File: src/rtl/mem_arbiter.sv
// mem_arbiter: shares one single-ported, variable-latency memory bus between the
// instruction-fetch port and the data port. Data wins contention, bounded by a streak limit.
module mem_arbiter #(
    parameter int TIMEOUT      = 64,
    parameter int MAX_D_STREAK = 4
) (
    input  logic        clk,
    input  logic        rst,
    input  logic        i_ren,
    input  logic [31:0] i_addr,
    output logic        ihit,
    output logic [31:0] i_load,
    input  logic        d_ren,
    input  logic        d_wen,
    input  logic [31:0] d_addr,
    input  logic [31:0] d_store,
    input  logic [1:0]  d_width,
    output logic        dhit,
    output logic [31:0] d_load,
    output logic        bus_err,
    output logic        m_ren,
    output logic        m_wen,
    output logic [31:0] m_addr,
    output logic [31:0] m_store,
    output logic [3:0]  m_byte_en,
    input  logic [31:0] m_rdata,
    input  logic        m_ready
);

    localparam int CNT_W = $clog2(TIMEOUT);
    localparam int STK_W = $clog2(MAX_D_STREAK + 1);
    localparam logic [CNT_W-1:0] CNT_LAST = CNT_W'(TIMEOUT - 1);
    localparam logic [STK_W-1:0] STK_MAX  = STK_W'(MAX_D_STREAK);

    typedef enum logic [1:0] {
        IDLE  = 2'd0,
        I_ACC = 2'd1,
        D_ACC = 2'd2,
        RESP  = 2'd3
    } state_t;

    function automatic logic [3:0] lane_be(input logic [1:0] width, input logic [1:0] a);
        logic [3:0] be;
        case (width)
            2'b00:   be = 4'b0001 << a;
            2'b01:   be = 4'b0011 << {a[1], 1'b0};
            2'b10:   be = 4'b1111;
            default: be = 4'b0000;
        endcase
        return be;
    endfunction

    function automatic logic [31:0] lane_store(input logic [1:0] width, input logic [31:0] st);
        logic [31:0] r;
        case (width)
            2'b00:   r = {4{st[7:0]}};
            2'b01:   r = {2{st[15:0]}};
            2'b10:   r = st;
            default: r = 32'h0000_0000;
        endcase
        return r;
    endfunction

    // Right-align the addressed lanes and zero everything above the access width.
    function automatic logic [31:0] lane_load(input logic [1:0] width, input logic [1:0] a,
                                              input logic [31:0] rdata);
        logic [31:0] sh;
        logic [31:0] r;
        sh = rdata >> {a, 3'b000};
        case (width)
            2'b00:   r = {24'h00_0000, sh[7:0]};
            2'b01:   r = {16'h0000, sh[15:0]};
            2'b10:   r = sh;
            default: r = 32'h0000_0000;
        endcase
        return r;
    endfunction

    state_t            state_q,     state_d;
    logic              ihit_q,      ihit_d;
    logic              dhit_q,      dhit_d;
    logic              bus_err_q,   bus_err_d;
    logic [31:0]       i_load_q,    i_load_d;
    logic [31:0]       d_load_q,    d_load_d;
    logic              m_ren_q,     m_ren_d;
    logic              m_wen_q,     m_wen_d;
    logic [31:0]       m_addr_q,    m_addr_d;
    logic [31:0]       m_store_q,   m_store_d;
    logic [3:0]        m_byte_en_q, m_byte_en_d;
    logic [1:0]        a_lo_q,      a_lo_d;
    logic [1:0]        width_q,     width_d;
    logic [CNT_W-1:0]  cnt_q,       cnt_d;
    logic [STK_W-1:0]  streak_q,    streak_d;

    logic d_req_s;
    logic streak_full_s;
    logic grant_d_s;
    logic grant_i_s;

    // Arbitration decision for the current IDLE cycle.
    always_comb begin
        d_req_s       = d_ren | d_wen;
        streak_full_s = (streak_q == STK_MAX);
        grant_d_s     = (state_q == IDLE) && d_req_s && !(i_ren && streak_full_s);
        grant_i_s     = (state_q == IDLE) && !grant_d_s && i_ren;
    end

    // Next-state and next-output computation for the access FSM.
    always_comb begin
        state_d     = state_q;
        ihit_d      = 1'b0;
        dhit_d      = 1'b0;
        bus_err_d   = 1'b0;
        i_load_d    = i_load_q;
        d_load_d    = d_load_q;
        m_ren_d     = m_ren_q;
        m_wen_d     = m_wen_q;
        m_addr_d    = m_addr_q;
        m_store_d   = m_store_q;
        m_byte_en_d = m_byte_en_q;
        a_lo_d      = a_lo_q;
        width_d     = width_q;
        cnt_d       = cnt_q;

        // The streak only matters while fetch is actually waiting.
        if (grant_i_s || !i_ren) begin
            streak_d = '0;
        end else if (grant_d_s && !streak_full_s) begin
            streak_d = streak_q + STK_W'(1);
        end else begin
            streak_d = streak_q;
        end

        case (state_q)
            IDLE: begin
                if (grant_d_s) begin
                    a_lo_d  = d_addr[1:0];
                    width_d = d_width;
                    if (d_width == 2'b11) begin
                        state_d   = RESP;
                        dhit_d    = 1'b1;
                        bus_err_d = 1'b1;
                        d_load_d  = 32'h0000_0000;
                    end else begin
                        state_d     = D_ACC;
                        cnt_d       = '0;
                        m_addr_d    = {d_addr[31:2], 2'b00};
                        m_wen_d     = d_wen;
                        m_ren_d     = !d_wen;
                        m_byte_en_d = d_wen ? lane_be(d_width, d_addr[1:0]) : 4'b0000;
                        m_store_d   = d_wen ? lane_store(d_width, d_store) : 32'h0000_0000;
                    end
                end else if (grant_i_s) begin
                    state_d     = I_ACC;
                    cnt_d       = '0;
                    m_addr_d    = {i_addr[31:2], 2'b00};
                    m_ren_d     = 1'b1;
                    m_wen_d     = 1'b0;
                    m_byte_en_d = 4'b0000;
                    m_store_d   = 32'h0000_0000;
                end else begin
                    state_d = IDLE;
                end
            end
            I_ACC: begin
                if (m_ready) begin
                    state_d  = RESP;
                    ihit_d   = 1'b1;
                    i_load_d = m_rdata;
                    m_ren_d  = 1'b0;
                end else if (cnt_q == CNT_LAST) begin
                    state_d   = RESP;
                    ihit_d    = 1'b1;
                    bus_err_d = 1'b1;
                    i_load_d  = 32'h0000_0000;
                    m_ren_d   = 1'b0;
                end else begin
                    cnt_d = cnt_q + CNT_W'(1);
                end
            end
            D_ACC: begin
                if (m_ready) begin
                    state_d  = RESP;
                    dhit_d   = 1'b1;
                    d_load_d = m_ren_q ? lane_load(width_q, a_lo_q, m_rdata) : 32'h0000_0000;
                    m_ren_d  = 1'b0;
                    m_wen_d  = 1'b0;
                end else if (cnt_q == CNT_LAST) begin
                    state_d   = RESP;
                    dhit_d    = 1'b1;
                    bus_err_d = 1'b1;
                    d_load_d  = 32'h0000_0000;
                    m_ren_d   = 1'b0;
                    m_wen_d   = 1'b0;
                end else begin
                    cnt_d = cnt_q + CNT_W'(1);
                end
            end
            RESP: begin
                state_d = IDLE;
            end
            default: begin
                state_d = IDLE;
                m_ren_d = 1'b0;
                m_wen_d = 1'b0;
            end
        endcase
    end

    // State and registered outputs, synchronously reset.
    always_ff @(posedge clk) begin
        if (rst) begin
            state_q     <= IDLE;
            ihit_q      <= 1'b0;
            dhit_q      <= 1'b0;
            bus_err_q   <= 1'b0;
            i_load_q    <= 32'h0000_0000;
            d_load_q    <= 32'h0000_0000;
            m_ren_q     <= 1'b0;
            m_wen_q     <= 1'b0;
            m_addr_q    <= 32'h0000_0000;
            m_store_q   <= 32'h0000_0000;
            m_byte_en_q <= 4'b0000;
            a_lo_q      <= 2'b00;
            width_q     <= 2'b00;
            cnt_q       <= '0;
            streak_q    <= '0;
        end else begin
            state_q     <= state_d;
            ihit_q      <= ihit_d;
            dhit_q      <= dhit_d;
            bus_err_q   <= bus_err_d;
            i_load_q    <= i_load_d;
            d_load_q    <= d_load_d;
            m_ren_q     <= m_ren_d;
            m_wen_q     <= m_wen_d;
            m_addr_q    <= m_addr_d;
            m_store_q   <= m_store_d;
            m_byte_en_q <= m_byte_en_d;
            a_lo_q      <= a_lo_d;
            width_q     <= width_d;
            cnt_q       <= cnt_d;
            streak_q    <= streak_d;
        end
    end

    assign ihit      = ihit_q;
    assign dhit      = dhit_q;
    assign bus_err   = bus_err_q;
    assign i_load    = i_load_q;
    assign d_load    = d_load_q;
    assign m_ren     = m_ren_q;
    assign m_wen     = m_wen_q;
    assign m_addr    = m_addr_q;
    assign m_store   = m_store_q;
    assign m_byte_en = m_byte_en_q;

endmodule

File: config.mk
export PLATFORM = sky130hd
export DESIGN_NAME = mem_arbiter
export DESIGN_NICKNAME = d
export VERILOG_FILES = /design/src/rtl/mem_arbiter.sv
export SDC_FILE = /design/constraint.sdc
export NUM_CORES = 1
export LEC_CHECK = 0
export CORE_MARGIN = 5
export CORE_UTILIZATION = 48
export CTS_CLUSTER_DIAMETER = 30
export CTS_CLUSTER_SIZE = 40
export DETAILED_ROUTE_END_ITERATION = 6
export PLACE_DENSITY = 0.89
export SETUP_SLACK_MARGIN = 0.5
export SLEW_MARGIN = 20
export SYNTH_ARGS = -nofsm -noshare
export SYNTH_HDL_FRONTEND = slang
export SYNTH_SLANG_ARGS = --single-unit
File: constraint.sdc
create_clock -name clk -period 5.5 [get_ports clk]
set_clock_uncertainty 0.05 [all_clocks]
set_input_delay 0.55 -clock clk [delete_from_list [all_inputs] [get_ports clk]]
set_output_delay 0.55 -clock clk [all_outputs]
set_load 0.05 [all_outputs]
==> metrics.txt, run 1 <==
dominant cell type by count on the critical path=sky130_fd_sc_hd__inv_1; final std cell area, no fill=10,300 um^2; Main synth FF type=sky130_fd_sc_hd__dfxtp_1; register bit count reported by yosys=150; share of the synthesized area in the top cell type=0.428; post-synthesis share of cell area spent on xor and xnor gates=0; area after detailed placement=9700 um^2; cell types occupying the most area after synthesis=sky130_fd_sc_hd__dfxtp_1 (43%), sky130_fd_sc_hd__nand2_1 (6.0%), sky130_fd_sc_hd__a21oi_1 (6.0%); most used standard cell by instance count after synthesis=sky130_fd_sc_hd__dfxtp_1; number of endpoints failing setup at the final stage=0; synth unique cells=63; worst min-delay path category=flip-flop to flip-flop; die footprint=17,200 um^2; overall global routing resource usage=0.275; antenna violations before repair=0; Max Buffers Root-to-Sink=2; final hold violation count=0; total standard cell area after synthesis=7020 um^2; Relative slew margins=0.284; count of buffering cells on the critical path with inverters included=2; adder and majority gate portion of the synthesized area=0.0125; CP max FO=26; final critical-path share of the clock period=0.504; pin slew with the least headroom to its limit=around 1100 ps; final antenna-violating net count=0; P&R area growth vs syn=46.8%; CP Cell Sequence=inv_1 > ha_1 > inv_1 > nor3_4 > or4b_1 > a21oi_1; Clock Tree Root=sky130_fd_sc_hd__clkbuf_16; capturing element type of the critical path=flip-flop; number of buffers created by CTS=17; post-detailed-placement half-perimeter wirelength=16,900 um; total number of vias=7,440; wire length of the first global-routing pass=37,200 um; width of the chip=131 um; IR Drop Worst-Case VDD=0.317 mV; Remaining DRCs=0; initial DRC count=719; number of sinks handled by clock tree synthesis=150; via count of the first global-routing pass=~7k; register area share after synthesis=0.428; post-CTS setup buffer count=0; power per cell area=466 nW/um^2; per-instance average area after synthesis=8.38 um^2; setup repair after global routing missed its margin=no; H-Tree Depth=4; layout cell share with drive strength beyond 1=0.0699; clock transition time at the flip-flop clock pins of the worst setup and hold paths=60 ps; f_max=361 MHz; Synthesis Warnings=0; arrival time of data at the critical path endpoint=3080 ps; final critical delay including setup and external delays=2770 ps; Core Rows=44; number of max-cap violations=0; EDFF count, synth=0; Sum Neg Setup Slack=0 ps; CP peak stage delay=900 ps; final-stage net count=about 1.2k; CP delay by family, top=simple AND/OR/NAND/NOR gates; number of cells upsized or downsized after cts=0; pin count of the biggest net entering global routing=between 80 and 90; drt first pass iters=5; number of pins exceeding their max-slew limit in the final report=0; Routed WL=between 20,000 and 25,000 um; routability congestion estimate=0.866; kind of critical path=flip-flop to flip-flop; starting density of the core=0.487; share of flip-flops with an asynchronous set or reset after synthesis=0; count of boundary I/O pins=273; cts-stage hold buffer count=0; Crit path required time=5800 ps; cell count after synthesis=838; number of antenna repair diodes=0; CTS tree=built; CORE AREA=14,400 um^2; via density per instance=just under 6; Critical-path top delay cell=sky130_fd_sc_hd__nor3_4; Leak=3.62 nW; area fraction in compound gates after synthesis=0.252; Synth Area in Simple Gates=0.178; result of the run=completed; remaining global-route overflow=0; cell type contributing the most total cell area after synthesis=sky130_fd_sc_hd__dfxtp_1; largest family of logic cells by synthesized area=compound AO/OA/AOI/OAI gates; routed length per placed instance=around 19 um; chip height=131 um; top post-synthesis cells by count=sky130_fd_sc_hd__dfxtp_1 (150), sky130_fd_sc_hd__nand2_1 (113), sky130_fd_sc_hd__a21oi_1 (84), sky130_fd_sc_hd__o21ai_0 (83), sky130_fd_sc_hd__nor2_1 (74); proportion of synthesized area in mux cells=0.0738; Clk Latency, worst-skew pair=430 ps; Critical Path Source Type=flip-flop; quantity of I/O buffers inserted on ports=268
-- final timing paths --
| check | startpoint | end | slack (ps) | cells after the start |
|---|---|---|---|---|
| setup / recovery | state_q[1] | m_wen | 2730 | 6 |
| hold / removal | i_load[2] | i_load[2] | 420 | 2 |
| setup reg to reg | state_q[1] | m_wen | 2730 | 6 |
| hold reg to reg | i_load[2] | i_load[2] | 420 | 2 |
-- routing by layer --
| layer | up-vias | wire [um] | global-route usage |
|---|---|---|---|
| li1 | 3495 | - | - |
| met1 | 3542 | 9620 | 0.343 |
| met2 | 344 | 11900 | 0.445 |
| met3 | 59 | 2060 | 0.0772 |
| met4 | 0 | 792 | 0.119 |
| met5 | - | 0 | 0 |
-- tightest hold or removal path, cell delays in order (launching register included) --
cell and delay, ps:
sky130_fd_sc_hd__dfxtp_1 300, sky130_fd_sc_hd__o21ai_0 60, sky130_fd_sc_hd__a21oi_1 60
-- registers in the layout, summed over array words and instances (netlist names) --
signal / cells
m_ren: 1
m_store: 32
i_load: 32
dhit: 1
width_q: 2
state_q: 2
ihit: 1
cnt_q: 6
m_byte_en: 4
bus_err: 1
m_addr: 30
d_load: 32
streak_q: 3
m_wen: 1
a_lo_q: 2
-- report_power, final --
| part | leakage (nW) | switching [mW] | total (mW) | internal, mW |
|---|---|---|---|---|
| combinational | 2.11 | 1.49 | 2.20 | 0.704 |
| clock | 0.289 | 0.470 | 1.23 | 0.756 |
| sequential | 1.22 | 0.109 | 1.38 | 1.27 |
| total | 3.62 | 2.07 | 4.81 | 2.73 |
-- metrics by stage --
step	setup slack, ps	utilization	instances	total power, mW	hold WS, ps
2_1_floorplan	3540	-	839	2.90	402
3_3_place_gp	2430	0.672	1224	3.53	410
3_5_place_dp	2410	0.673	1225	3.58	417
4_1_cts	2730	0.715	1257	4.80	425
5_1_grt	2540	0.715	1257	5.02	443
6_report	2730	0.715	1257	4.81	424
-- cell usage in the layout, fill, tap and decap left out, types with 3 or more instances in the layout --
cell type                         netlist  layout
sky130_fd_sc_hd__nand3_1                7       7
sky130_fd_sc_hd__clkbuf_16              0      17
sky130_fd_sc_hd__nor2_1                74      73
sky130_fd_sc_hd__a311oi_1              31      31
sky130_fd_sc_hd__buf_4                  3      11
sky130_fd_sc_hd__and2_1                 3       3
sky130_fd_sc_hd__clkinvlp_4             0       4
sky130_fd_sc_hd__mux4_2                 7       7
sky130_fd_sc_hd__nand2_1              113     113
sky130_fd_sc_hd__o32ai_1                3       3
sky130_fd_sc_hd__ha_1                   7       7
sky130_fd_sc_hd__o2bb2ai_1              8       8
sky130_fd_sc_hd__nand3b_1               8       8
sky130_fd_sc_hd__inv_1                 14      14
sky130_fd_sc_hd__a22o_1                 8       8
sky130_fd_sc_hd__dfxtp_1              150     150
sky130_fd_sc_hd__bufinv_16              0       4
sky130_fd_sc_hd__o21ai_0               83      83
sky130_fd_sc_hd__a22oi_1               32      32
sky130_fd_sc_hd__a21oi_1               84      82
sky130_fd_sc_hd__clkdlybuf4s50_1        0     267
sky130_fd_sc_hd__nor3b_1                3       3
sky130_fd_sc_hd__mux2_2                 8       8
sky130_fd_sc_hd__nand4_1               32      32
sky130_fd_sc_hd__nor3_1                 8       8
sky130_fd_sc_hd__clkinv_2               0       4
sky130_fd_sc_hd__mux2i_1               27      27
-- logic make-up (layout without fill, tap and decap cells) --
family,count (synthesis),count (layout)
adders and majority gates,7,7
buffers and inverters,92,326
AOI/OAI and AO/OA,277,277
and+or+nand+nor,269,269
other,1,2
DFF,150,150
muxes,42,42
-- layout make-up --
cell class	count	area [um^2]
fill	1124	4110
multi-input combinational	597	3640
sequential	150	3000
timing repair buffer	279	2770
clock buffer	19	433
tap	184	230
clock inverter	13	179
inverter	15	56.3
(Power assumes the default switching activity.)
==> run 2, diff against run 1 <==
--- a/config.mk
+++ b/config.mk
@@ -6,11 +6,11 @@
 export NUM_CORES = 1
 export LEC_CHECK = 0
 export CORE_MARGIN = 5
-export CORE_UTILIZATION = 48
+export CORE_UTILIZATION = 40
 export CTS_CLUSTER_DIAMETER = 30
 export CTS_CLUSTER_SIZE = 40
 export DETAILED_ROUTE_END_ITERATION = 6
-export PLACE_DENSITY = 0.89
+export PLACE_DENSITY = 0.79
 export SETUP_SLACK_MARGIN = 0.5
 export SLEW_MARGIN = 20
 export SYNTH_ARGS = -nofsm -noshare
==> constraint.sdc (replaced) <==
create_clock -name clk -period 2.35 [get_ports clk]
set_clock_uncertainty 0.05 [all_clocks]
set_input_delay 0.235 -clock clk [delete_from_list [all_inputs] [get_ports clk]]
set_output_delay 0.235 -clock clk [all_outputs]
set_load 0.05 [all_outputs]
==> run 2 against run 1 <==
Sequential cell count unchanged. Critical path depth up 1. Routed wire length up 13%. Die area up 18%. Largest power group unchanged. Utilization down 6.3 points. Cell area up 8.9%. Total power rose to 2.7 times the previous value. Fmax up 45%. Register-to-register slack worse by 2300 ps. Clock power up 130%. Sequential power up 140%. Global-route usage down 3.4 points. Critical path type unchanged.
==> metrics.txt, run 2 (synthesis results as in run 1) <==
result of the run=completed; area of the multi-input gates=4000 um^2; final critical-path share of the clock period=0.816; Leak=4.66 nW; number of endpoints failing setup at the final stage=0; IR Drop Worst-Case VDD=0.801 mV; number of buffers created by CTS=17; CP peak stage delay=roughly 580 ps; Core Rows=48; leading cell type in the layout, fill and taps excluded=sky130_fd_sc_hd__dfxtp_1; routability congestion estimate=0.874; Remaining DRCs=0; part of the total power dissipated in sequential elements=0.255; arrival time of data at the critical path endpoint=2200 ps; Max Buffers Root-to-Sink=2; CTS tree=built; final hold violation count=0; via density per instance=5.74; combinational power share=0.520; Critical Path Source Type=flip-flop; clock transition time at the flip-flop clock pins of the worst setup and hold paths=60 ps; number of sinks handled by clock tree synthesis=150; pin count of the biggest net entering global routing=44; number of max-cap violations=0; Reg area=3010 um^2; final antenna-violating net count=0; f_max=roughly 520 MHz; CP Cell Sequence=inv_4 > ha_4 > buf_4 > o21ai_2 > nor3_1 > a41oi_1 > nor3_1; number of pins exceeding their max-slew limit in the final report=0; fraction of the core area covered by cells at the end of the flow=0.652; width of the chip=143 um; final std cell area, no fill=11,200 um^2; CP delay by family, top=simple AND/OR/NAND/NOR gates; Relative slew margins=0.549; Clk Latency, worst-skew pair=about 430 ps; power per cell area=1140 nW/um^2; die footprint=~20,000 um^2; overall global routing resource usage=0.241; chip height=143 um; via count of the first global-routing pass=~7k; wire length of the first global-routing pass=39,300 um; final-layout fill cell count=1,372; Routed WL=27,600 um; CORE AREA=17,200 um^2; P&R area growth vs syn=60.0%; power spent charging and discharging nets=5.65 mW; area after detailed placement=~10000 um^2; capturing element type of the critical path=flip-flop; routed length per placed instance=20.5 um; final critical delay including setup and external delays=1920 ps; post-detailed-placement half-perimeter wirelength=about 18,000 um; CP max FO=8; quantity of I/O buffers inserted on ports=268; Sum Neg Setup Slack=0 ps; setup repair after global routing missed its margin=yes; commonest cells after routing, fill and taps aside=sky130_fd_sc_hd__dfxtp_1 (146), sky130_fd_sc_hd__clkdlybuf4s50_1 (132), sky130_fd_sc_hd__dlygate4sd2_1 (132), sky130_fd_sc_hd__nand2_1 (112), sky130_fd_sc_hd__a21oi_1 (78); layout cell share with drive strength beyond 1=0.166; post-route setup slack=432 ps; starting density of the core=0.407; Setup WS pre-CTS=slightly above 80 ps; remaining global-route overflow=0; switching part of the total power=0.440; Int Power=about 7.2 mW; initial DRC count=717; kind of critical path=flip-flop to flip-flop; final-stage net count=1,250; count of boundary I/O pins=273; Crit path required time=2630 ps; dominant cell type by count on the critical path=sky130_fd_sc_hd__nor3_1; drt first pass iters=5; Clock Tree Root=sky130_fd_sc_hd__clkbuf_16; Clock Power Share=0.225; total number of vias=7,722; pin slew with the least headroom to its limit=672 ps; antenna violations before repair=1; count of buffering cells on the critical path with inverters included=2; worst min-delay path category=input port to flip-flop; H-Tree Depth=4; Critical-path top delay cell=sky130_fd_sc_hd__nor3_1
run 2: cell count changes in the layout (fill, tap and decap cells not counted), sizes merged:
cell,before,now
clkdlybuf4s50,267,132
diode,0,1
dlymetal6s2s,0,3
clkbuf,19,23
inv,15,19
bufbuf,0,1
clkinvlp,4,3
bufinv,4,3
dlygate4sd2,0,132
buf,12,52
run 2: cell type report:
type | instances | area share
antenna | 1 | 0.000223
clock buffer | 17 | 0.0379
clock inverter | 15 | 0.0169
inverter | 15 | 0.00613
multi-input combinational | 597 | 0.356
sequential | 150 | 0.268
tap | 225 | 0.0251
timing repair buffer | 326 | 0.289
run 2: worst paths after layout:
check | startpoint | to | slack (ps) | cells after the start
setup / recovery | state_q[0] | bus_err | 430 | 7
hold / removal | rst | m_store[10] | 210 | 2
setup reg to reg | state_q[0] | bus_err | 430 | 7
hold reg to reg | i_load[3] | i_load[3] | 420 | 2
run 2: layer usage:
metal / track usage / part of all wire / vias up
met5: 0 / 0 / -
met3: 0.0554 / 0.087 / 64
met2: 0.390 / 0.49 / 391
met4: 0.0910 / 0.032 / 0
met1: 0.315 / 0.40 / 3670
li1: - / - / 3597
run 2: power groups by stage:
| stage | Clock (mW) | Sequential, mW | Combinational [mW] |
|---|---|---|---|
| detailed placement | 0 | 3.27 | 5.40 |
| global placement | 0 | 3.24 | 5.34 |
| floorplan | 0 | 4.60 | 2.20 |
| global route | 3.02 | 3.32 | 6.98 |
| CTS | 2.91 | 3.20 | 5.61 |
| finish | 2.89 | 3.27 | 6.67 |
run 2: through the flow:
step           cells  power (mW)  hold slack, ps
2_1_floorplan    839        6.80             321
3_3_place_gp    1287        8.59             410
3_5_place_dp    1287        8.66             417
4_1_cts         1326        11.7             196
5_1_grt         1346        13.3             233
6_report        1346        12.8             215
run 2: what timing repair did:
| item | 4_1_cts | 5_1_grt |
|---|---|---|
| buffers inserted | 4 | 10 |
| hold buffers | 0 | 0 |
| gates resized for setup | 162 | 81 |
| hold endpoints to repair | 0 | 0 |
| cloned | 3 | 9 |
| endpoints found under the setup margin | 241 | 121 |
| pin swaps | 4 | 46 |
==> run 3, diff against run 2 <==
==> constraint.sdc (replaced) <==
create_clock -name clk -period 1.6 [get_ports clk]
set_clock_uncertainty 0.05 [all_clocks]
set_input_delay 0.16 -clock clk [delete_from_list [all_inputs] [get_ports clk]]
set_output_delay 0.16 -clock clk [all_outputs]
set_load 0.05 [all_outputs]
==> run 3 against run 2 <==
Fmax is 4.2% lower. Setup slack worse by 830 ps. Clock-buffer cell count is 6 higher. Critical path depth is 3 higher. Combinational power is 110% higher. Die area stayed put. The flow now finishes with violations (setup timing).
==> metrics.txt, run 3 (synthesis results as in run 1) <==
result of the run=complete, but fails checks; violations in the final reports=setup timing; metal1 wirelength=12,900 um; Int Power=13.4 mW; Setup WS pre-CTS=-388 ps; clock transition time at the flip-flop clock pins of the worst setup and hold paths=60 ps; final critical-path share of the clock period=1.25; leading cell type in the layout, fill and taps excluded=sky130_fd_sc_hd__buf_4; power spent charging and discharging nets=a little over 10 mW; switching part of the total power=0.429; quantity of I/O buffers inserted on ports=268; final hold violation count=0; final-layout worst hold slack=122 ps; remaining global-route overflow=0; layout cell share with drive strength beyond 1=0.484; power per cell area=approximately 1700 nW/um^2; Routed WL=37,400 um; CORE AREA=17,200 um^2; width of the chip=143 um; pin count of the biggest net entering global routing=40; number of sinks handled by clock tree synthesis=150; met3 wire length=around 3800 um; Max Buffers Root-to-Sink=2; IR Drop Worst-Case VDD=1.36 mV; antenna violations before repair=0; number of max-cap violations=0; part of the total power dissipated in sequential elements=0.211; CP max FO=7; H-Tree Depth=4; cell depth of the worst flop-to-flop path=10; f_max=~500 MHz; number of cells on the worst hold path=2; highest metal layer with signal wires=met4; drt first pass iters=7; capturing element type of the critical path=flip-flop; overall global routing resource usage=0.276; via density per instance=about 6.2; placed insts=~1.3k; post-route setup slack=-401 ps; Crit path required time=approximately 1900 ps; final critical delay including setup and external delays=2000 ps; routability congestion estimate=0.901; worst min-delay path category=input port to flip-flop; area after detailed placement=a little over 10,000 um^2; count of boundary I/O pins=273; combinational power share=0.606; P&R area growth vs syn=95.0%; die footprint=20,300 um^2; number of standard cells in the final layout excluding fillers=1,476; WL met2=18,300 um; Clock Tree Root=sky130_fd_sc_hd__clkbuf_16; setup repair after global routing missed its margin=yes; number of buffers created by CTS=17; starting density of the core=0.407; post-detailed-placement half-perimeter wirelength=between 15,000 and 20,000 um; via count of the first global-routing pass=8,180; CTS tree=built; Core Rows=48; Remaining DRCs=0; arrival time of data at the critical path endpoint=2260 ps; Leak=5.49 nW; final-stage net count=1,383; total number of vias=9,215; number of pins exceeding their max-slew limit in the final report=0; kind of critical path=flip-flop to flip-flop; commonest cells after routing, fill and taps aside=sky130_fd_sc_hd__buf_4 (197), sky130_fd_sc_hd__clkdlybuf4s50_1 (132), sky130_fd_sc_hd__dfxtp_1 (119), sky130_fd_sc_hd__nand2_1 (70), sky130_fd_sc_hd__o21ai_1 (62); final-layout fill cell count=905; Critical Path Source Type=flip-flop; Clk Latency, worst-skew pair=430 ps; routed length per placed instance=25.3 um; initial DRC count=just over 900; number of antenna repair diodes=0; final antenna-violating net count=0; wire length of the first global-routing pass=roughly 45,000 um; number of endpoints failing setup at the final stage=144; Clock Power Share=0.183; chip height=about 140 um; final std cell area, no fill=13,700 um^2; cts-stage hold buffer count=0
run 3: cell count changes in the layout (fill, tap and decap cells not counted), sizes merged:
cell / previous run / this run
buf: 52 / 313
bufbuf: 1 / 3
clkbuf: 23 / 34
clkinv: 5 / 2
clkinvlp: 3 / 2
diode: 1 / 0
dlygate4sd2: 132 / 0
dlymetal6s2s: 3 / 0
inv: 19 / 15
run 3: power by group through the flow:
| stage | clock, mW | sequential [mW] | combinational [mW] |
|---|---|---|---|
| 2_1_floorplan | 0 | 6.77 | 3.86 |
| 3_3_place_gp | 0 | 4.81 | 8.53 |
| 3_5_place_dp | 0 | 4.82 | 8.64 |
| 4_1_cts | 4.22 | 4.78 | 10.9 |
| 5_1_grt | 4.47 | 4.99 | 14.6 |
| 6_report | 4.29 | 4.96 | 14.2 |
run 3: what timing repair did:
action	4_1_cts	5_1_grt
endpoints found under the setup margin	285	285
pin swaps	59	81
gates cloned	16	17
gates resized for setup	105	263
buffers inserted	26	38
run 3: stage by stage:
stage | setup TNS [ps] | total power, mW | utilization
2_1_floorplan | -3440 | 10.6 | -
3_5_place_dp | -35200 | 13.5 | 0.601
6_report | -32930 | 23.5 | 0.794
5_1_grt | -39770 | 24.1 | 0.794
3_3_place_gp | -31640 | 13.3 | 0.601
4_1_cts | -15320 | 19.9 | 0.702
run 3: worst paths after layout:
check | start | slack (ps) | endpoint
worst min register to register | d_load[6] | 440 | d_load[6]
worst min-delay path | rst | 120 | m_wen
worst max register to register | state_q[0] | -400 | cnt_q[3]
worst max-delay path | state_q[0] | -400 | cnt_q[3]
run 3: metal layers:
metal,track usage,vias to the layer above
met5,0,-
met4,0.100,0
met3,0.0739,196
met2,0.461,702
met1,0.342,4435
li1,-,3882
run 3: final cells by class:
| cell class | count | area [um^2] | share of cell area |
|---|---|---|---|
| well taps | 225 | 282 | 0.0206 |
| inverters | 15 | 61.3 | 0.00448 |
| clock buffers | 23 | 488 | 0.0356 |
| multi-input cells | 597 | 4680 | 0.342 |
| flip-flops and latches | 150 | 3060 | 0.223 |
| repair buffers | 459 | 5000 | 0.366 |
| clock inverters | 7 | 119 | 0.00868 |
run 3: worst max-delay path: stages, from the launching register on:
cell	delay, ps
sky130_fd_sc_hd__dfxtp_2	340
sky130_fd_sc_hd__inv_2	60
sky130_fd_sc_hd__ha_4	210
sky130_fd_sc_hd__o21a_4	150
sky130_fd_sc_hd__buf_4	140
sky130_fd_sc_hd__buf_6	110
sky130_fd_sc_hd__buf_6	110
sky130_fd_sc_hd__a311oi_2	220
sky130_fd_sc_hd__buf_4	190
sky130_fd_sc_hd__nand3_4	110
sky130_fd_sc_hd__o32ai_1	190
